`src/rtl/alg_sequencer.sv`:
```
// alg_sequencer: run-control sequencer in front of alg_core.
// Paces ADC requests from a clock divider and registers accepted samples into the core.
// Drives the core clock-enable and sample counter, and tracks warm-up.
// Buffers RR periods in a show-ahead FIFO with a valid/ready read port.
// Optional feature: define ALG_SEQ_WATCHDOG_EN to build the sample watchdog behind o_timeout.
module alg_sequencer #(
  parameter int DATA_WIDTH      = 11,
  parameter int CTR_WIDTH       = 22,
  parameter int DIV_WIDTH       = 16,
  parameter int FIFO_DEPTH      = 8,
  parameter int TIMEOUT_SAMPLES = 1000
) (
  input  logic                         i_clk,
  input  logic                         i_nrst,
  input  logic                         i_start,
  input  logic                         i_stop,
  input  logic [DIV_WIDTH-1:0]         i_div,
  output logic                         o_sample_req,
  input  logic signed [DATA_WIDTH-1:0] i_adc_sample,
  input  logic                         i_adc_valid,
  output logic signed [DATA_WIDTH-1:0] o_ecg_signal,
  output logic                         o_ecg_signal_valid,
  output logic                         o_ce,
  output logic [CTR_WIDTH-1:0]         o_ctr,
  input  logic                         i_ma_long_valid,
  input  logic                         i_th_initialised,
  input  logic [CTR_WIDTH-1:0]         i_rr_period,
  input  logic                         i_rr_period_updated,
  output logic [CTR_WIDTH-1:0]         o_rr_data,
  output logic                         o_rr_valid,
  input  logic                         i_rr_ready,
  output logic [1:0]                   o_state,
  output logic                         o_overflow,
  output logic                         o_timeout
);

  localparam int PTR_W = $clog2(FIFO_DEPTH);
  localparam int CNT_W = PTR_W + 1;

  typedef enum logic [1:0] {IDLE = 2'd0, WARMUP = 2'd1, RUN = 2'd2, DRAIN = 2'd3} state_t;

  state_t                       state, state_nxt;
  logic                         active;
  logic                         start_go;
  logic [DIV_WIDTH-1:0]         div_cnt, div_lat;
  logic signed [DATA_WIDTH-1:0] ecg_p1;
  logic                         vld_p1;
  logic [CTR_WIDTH-1:0]         ctr;
  logic [CTR_WIDTH-1:0]         mem [FIFO_DEPTH];
  logic [PTR_W-1:0]             wr_ptr, rd_ptr;
  logic [CNT_W-1:0]             count;
  logic                         overflow;
  logic                         fifo_full, fifo_nonempty;
  logic                         push_req, push, pop;

  assign start_go      = (state == IDLE) && i_start;
  assign fifo_nonempty = (count != '0);
  assign fifo_full     = (count == CNT_W'(FIFO_DEPTH));
  assign push_req      = (state == RUN) && i_rr_period_updated;
  assign pop           = fifo_nonempty && i_rr_ready;
  // a full FIFO still accepts a push when the head leaves in the same cycle
  assign push          = push_req && (!fifo_full || pop);

  // State register
  always_ff @(posedge i_clk or negedge i_nrst) begin
    if (!i_nrst) state <= IDLE;
    else         state <= state_nxt;
  end

  // Next-state logic; stop outranks the warm-up exit
  always_comb begin
    state_nxt = state;
    case (state)
      IDLE:    if (i_start) state_nxt = WARMUP;
      WARMUP:  if (i_stop) state_nxt = DRAIN;
               else if (i_ma_long_valid && i_th_initialised) state_nxt = RUN;
      RUN:     if (i_stop) state_nxt = DRAIN;
      DRAIN:   if (!fifo_nonempty || (count == CNT_W'(1) && pop)) state_nxt = IDLE;
      default: state_nxt = IDLE;
    endcase
  end

  // Outputs decoded from the state register and divider count
  always_comb begin
    active       = (state == WARMUP) || (state == RUN);
    o_ce         = active;
    o_sample_req = active && (div_cnt == div_lat);
  end

  // Sample-period divider: counts 0..div_lat while active, parked at 0 otherwise
  always_ff @(posedge i_clk or negedge i_nrst) begin
    if (!i_nrst) begin
      div_cnt <= '0;
      div_lat <= '0;
    end else begin
      if (start_go) div_lat <= i_div;
      if (!active || div_cnt == div_lat) div_cnt <= '0;
      else                               div_cnt <= div_cnt + 1'b1;
    end
  end

  // Stage p1: register accepted ADC samples and count them
  always_ff @(posedge i_clk or negedge i_nrst) begin
    if (!i_nrst) begin
      ecg_p1 <= '0;
      vld_p1 <= 1'b0;
      ctr    <= '0;
    end else begin
      vld_p1 <= active && i_adc_valid;
      if (active && i_adc_valid) ecg_p1 <= i_adc_sample;
      if (start_go)                   ctr <= '0;
      else if (active && i_adc_valid) ctr <= ctr + 1'b1;
    end
  end

  assign o_ecg_signal       = ecg_p1;
  assign o_ecg_signal_valid = vld_p1;
  assign o_ctr              = ctr;

  // RR FIFO control: pointers, occupancy and sticky overflow
  always_ff @(posedge i_clk or negedge i_nrst) begin
    if (!i_nrst) begin
      wr_ptr   <= '0;
      rd_ptr   <= '0;
      count    <= '0;
      overflow <= 1'b0;
    end else if (start_go) begin
      wr_ptr   <= '0;
      rd_ptr   <= '0;
      count    <= '0;
      overflow <= 1'b0;
    end else begin
      if (push) wr_ptr <= wr_ptr + 1'b1;
      if (pop)  rd_ptr <= rd_ptr + 1'b1;
      case ({push, pop})
        2'b10:   count <= count + 1'b1;
        2'b01:   count <= count - 1'b1;
        default: count <= count;
      endcase
      if (push_req && !push) overflow <= 1'b1;
    end
  end

  // RR FIFO storage; contents need no reset because occupancy gates the output
  always_ff @(posedge i_clk) begin
    if (push) mem[wr_ptr] <= i_rr_period;
  end

  assign o_rr_valid = fifo_nonempty;
  assign o_rr_data  = fifo_nonempty ? mem[rd_ptr] : '0;
  assign o_overflow = overflow;
  assign o_state    = state;

`ifdef ALG_SEQ_WATCHDOG_EN
  localparam int WD_W = $clog2(TIMEOUT_SAMPLES + 1);
  localparam logic [WD_W-1:0] WD_LIMIT = WD_W'(TIMEOUT_SAMPLES);

  logic [WD_W-1:0] wd_cnt;
  logic            timeout;

  // Watchdog: accepted samples in RUN since the last RR update, saturating at the limit
  always_ff @(posedge i_clk or negedge i_nrst) begin
    if (!i_nrst) begin
      wd_cnt  <= '0;
      timeout <= 1'b0;
    end else if (start_go) begin
      wd_cnt  <= '0;
      timeout <= 1'b0;
    end else if (state == RUN) begin
      if (i_rr_period_updated) begin
        wd_cnt <= '0;
      end else if (i_adc_valid && wd_cnt != WD_LIMIT) begin
        wd_cnt <= wd_cnt + 1'b1;
        if (wd_cnt == WD_LIMIT - 1'b1) timeout <= 1'b1;
      end
    end
  end

  assign o_timeout = timeout;
`else
  // watchdog not built: the flag is a constant low
  localparam logic WD_TIE = (TIMEOUT_SAMPLES < 0);
  assign o_timeout = WD_TIE;
`endif

endmodule
```
`config.mk`:
```
export PLATFORM = sky130hd
export DESIGN_NAME = alg_sequencer
export DESIGN_NICKNAME = d
export VERILOG_FILES = /design/src/rtl/alg_sequencer.sv
export SDC_FILE = /design/constraint.sdc
export NUM_CORES = 1
export LEC_CHECK = 0
export CORE_UTILIZATION = 48
export DETAILED_ROUTE_END_ITERATION = 16
export GPL_TIMING_DRIVEN = 0
export HOLD_SLACK_MARGIN = 0.05
export PLACE_DENSITY_LB_ADDON = 0.2
export SYNTH_ARGS = -nofsm -noshare
export SYNTH_HDL_FRONTEND = slang
export SYNTH_SLANG_ARGS = --single-unit
export TNS_END_PERCENT = 100
```
`constraint.sdc`:
```
create_clock -name i_clk -period 4.6 [get_ports i_clk]
set_input_delay 0.69 -clock i_clk [delete_from_list [all_inputs] [get_ports i_clk]]
set_output_delay 0.69 -clock i_clk [all_outputs]
set_load 0.05 [all_outputs]
```
==> metrics.txt <==
status completed; final setup violation count 0; H-tree depth 1; Chip Height 152 um; crit path max fanout 10; Post-DP Area 0.0125 mm2; met3 WL 1160 um; Worst-Margin Slew 0.999 ns; ys async rst share 0.310; Routed WL per cell 19.6 um; I/O pins 121; die width 152 um; Worst slew margin 0.334; synthesized cell area 0.0107 mm2; Die Footprint 0.0230 mm2; DRC errors left 0; met2 wire len 11400 um; final hold viol count 0; CP max stage delay 0.85 ns; crit-path cells clkbuf_1 -> buf_1 -> mux4_2 -> mux2i_1 -> nor2_1 -> clkdlybuf4s50_1; Peak Freq 244 MHz; Finished Cell Area 0.0133 mm2; Worst EP required 3.91 ns; Pwr Density 622 mW/mm2; setup TNS 0 ns; CP startpoint kind flop; All-Layer GR Usage 0.208; VDD IR max 495 uV; largest net degree at the start of global routing 52; number of max-cap violations 0; number of vias per cell 5.60; I/O Buffers 119; slowest CP cell clkdlybuf4s50_1; clock root cell clkbuf_16; vias 6593; Initial Util 0.491; WP data arrival 3.41 ns; Syn Inst Count 719; Post-synth EDFFs 176; Num CTS Buffers 26; Yosys cell types 54; nets 949; Core Rows 54; Final Max Slew Viols 0; vias in the first global route 6738; Leak 4.84 nW; Design Power 8.27 mW; DP HPWL 15500 um; Routed Antenna Nets 0; final WL 23100 um; delay-heaviest family, CP buffers and inverters; largest area contributor in the netlist edfxtp_1; top sig layer met4; Min Clock Period, post-route 4.10 ns; dpl ws 0.941 ns; Worst setup EP type output pin; register area share after synthesis 0.676; Post-Syn Area per Cell 14.9 um2; Core ar. 0.0219 mm2; fin worst setup slack 0.505 ns; TritonCTS clock tree built; post-CTS sizing 0; commonest cells in the netlist edfxtp_1, nand2_1, dfrtp_1; unrepaired setup endpoints after global routing no; Sink Count 255; layout cells sized above 1 0.138; postcts setup bufs 0; Synth Flop Type edfxtp_1; Layout Area Growth over Synthesis 23.8%; Detailed Route Iter0 Violations 420; Synth area leaders edfxtp_1, dfrtp_1, mux4_2; clk slew on worst S/H paths 0.06 ns; area share of the largest cell type after synthesis 0.492; Final Cycle Share 0.890; initial antenna violation count 0; global-route wire length before repair 36200 um; Clk Latency, worst-skew pair 0.54 ns; Pre-antenna DRT Iters 4; CP bufs+invs 3; Final Hold Slack 0.0770 ns; Met1 Wirelength 10000 um; skew final 0.0165 ns; Tightest Hold Check Type in2async; most frequent cell after synthesis edfxtp_1; Yosys warnings 0; Syn Nets 790; # diodes 0; Hold-fix buffers, CTS 0; synthesized flop and latch total 255; clk buf depth 3; Crit Path Category reg2out; Placer Congestion 0.828; gr ovfl total 0
path summary, 6_finish.rpt:
kind	startpoint	end	slack (ns)	cells past startpoint
setup / recovery	rd_ptr[1]	o_rr_data[1]	0.50	6
hold / removal	i_nrst	o_ecg_signal[8]	0.08	1
setup reg to reg	o_state[0]	mem[4][20]	1.61	8
hold reg to reg	o_ecg_signal[2]	o_ecg_signal[2]	0.48	2
max in group asynchronous	i_nrst	count[1]	3.93	2
min in group i_clk	o_ecg_signal[2]	o_ecg_signal[2]	0.48	2
where the power goes:
part,switching [mW],total (mW),internal (mW)
Clock,0.873,2.03,1.16
Combinational,2.06,3.31,1.25
Sequential,0.199,2.93,2.73
cells by family (layout without fill, tap and decap cells):
kind of cell / count (synthesis) / in the layout / share of synthesized area
other: 1 / 1 / 0.000349
xor gates and xnor gates: 41 / 41 / 0.0347
and+or+nand+nor: 248 / 248 / 0.110
muxes: 68 / 68 / 0.115
AOI/OAI and AO/OA: 47 / 47 / 0.0308
buffers and inverters: 46 / 224 / 0.0179
DFF: 255 / 255 / 0.676
adders and majority gates: 13 / 13 / 0.0151
state kept, by name, summed over array words and instances, names as in the netlist, 2 cells and up:
signal	count
count	4
rd_ptr	3
o_ecg_signal	11
mem	176
o_ctr	22
o_state	2
wr_ptr	3
div_lat	16
div_cnt	16
final cells by class:
| class | count | area [um2] |
|---|---|---|
| inverters | 12 | 45.0 |
| well taps | 280 | 350 |
| flip-flops and latches | 255 | 7260 |
| clock buffers | 30 | 666 |
| plain buffers | 34 | 148 |
| fillers | 1662 | 8590 |
| repair buffers | 131 | 1330 |
| clock inverters | 17 | 165 |
| multi-input cells | 418 | 3330 |
metrics by stage:
step | std cells | utilization
after global routing | 1177 | 0.608
after global placement | 1118 | 0.561
after detailed placement | 1130 | 0.570
final | 1177 | 0.608
after floorplan | 719 | -
after CTS | 1177 | 0.608
placed cells by master, fill, tap and decap left out, types with 7 or more instances in the layout:
master,n
inv_1,11
dfrtp_1,79
or4_1,9
ha_1,13
mux4_2,44
nand4_1,18
buf_2,7
buf_1,7
xnor2_1,27
clkinv_2,8
clkbuf_1,22
nand2_1,106
buf_4,8
o31ai_1,10
mux2i_1,23
edfxtp_1,176
clkdlybuf4s50_1,118
a21oi_1,18
nand3_1,13
xor2_1,13
nor2_1,56
clkbuf_16,26
metal layers:
metal  vias to the layer above  global-route usage
met5                         -                   0
met3                        39              0.0317
li1                       3011                   -
met4                         0              0.0649
met2                       204               0.353
met1                      3339               0.278
(Power assumes the default switching activity.)
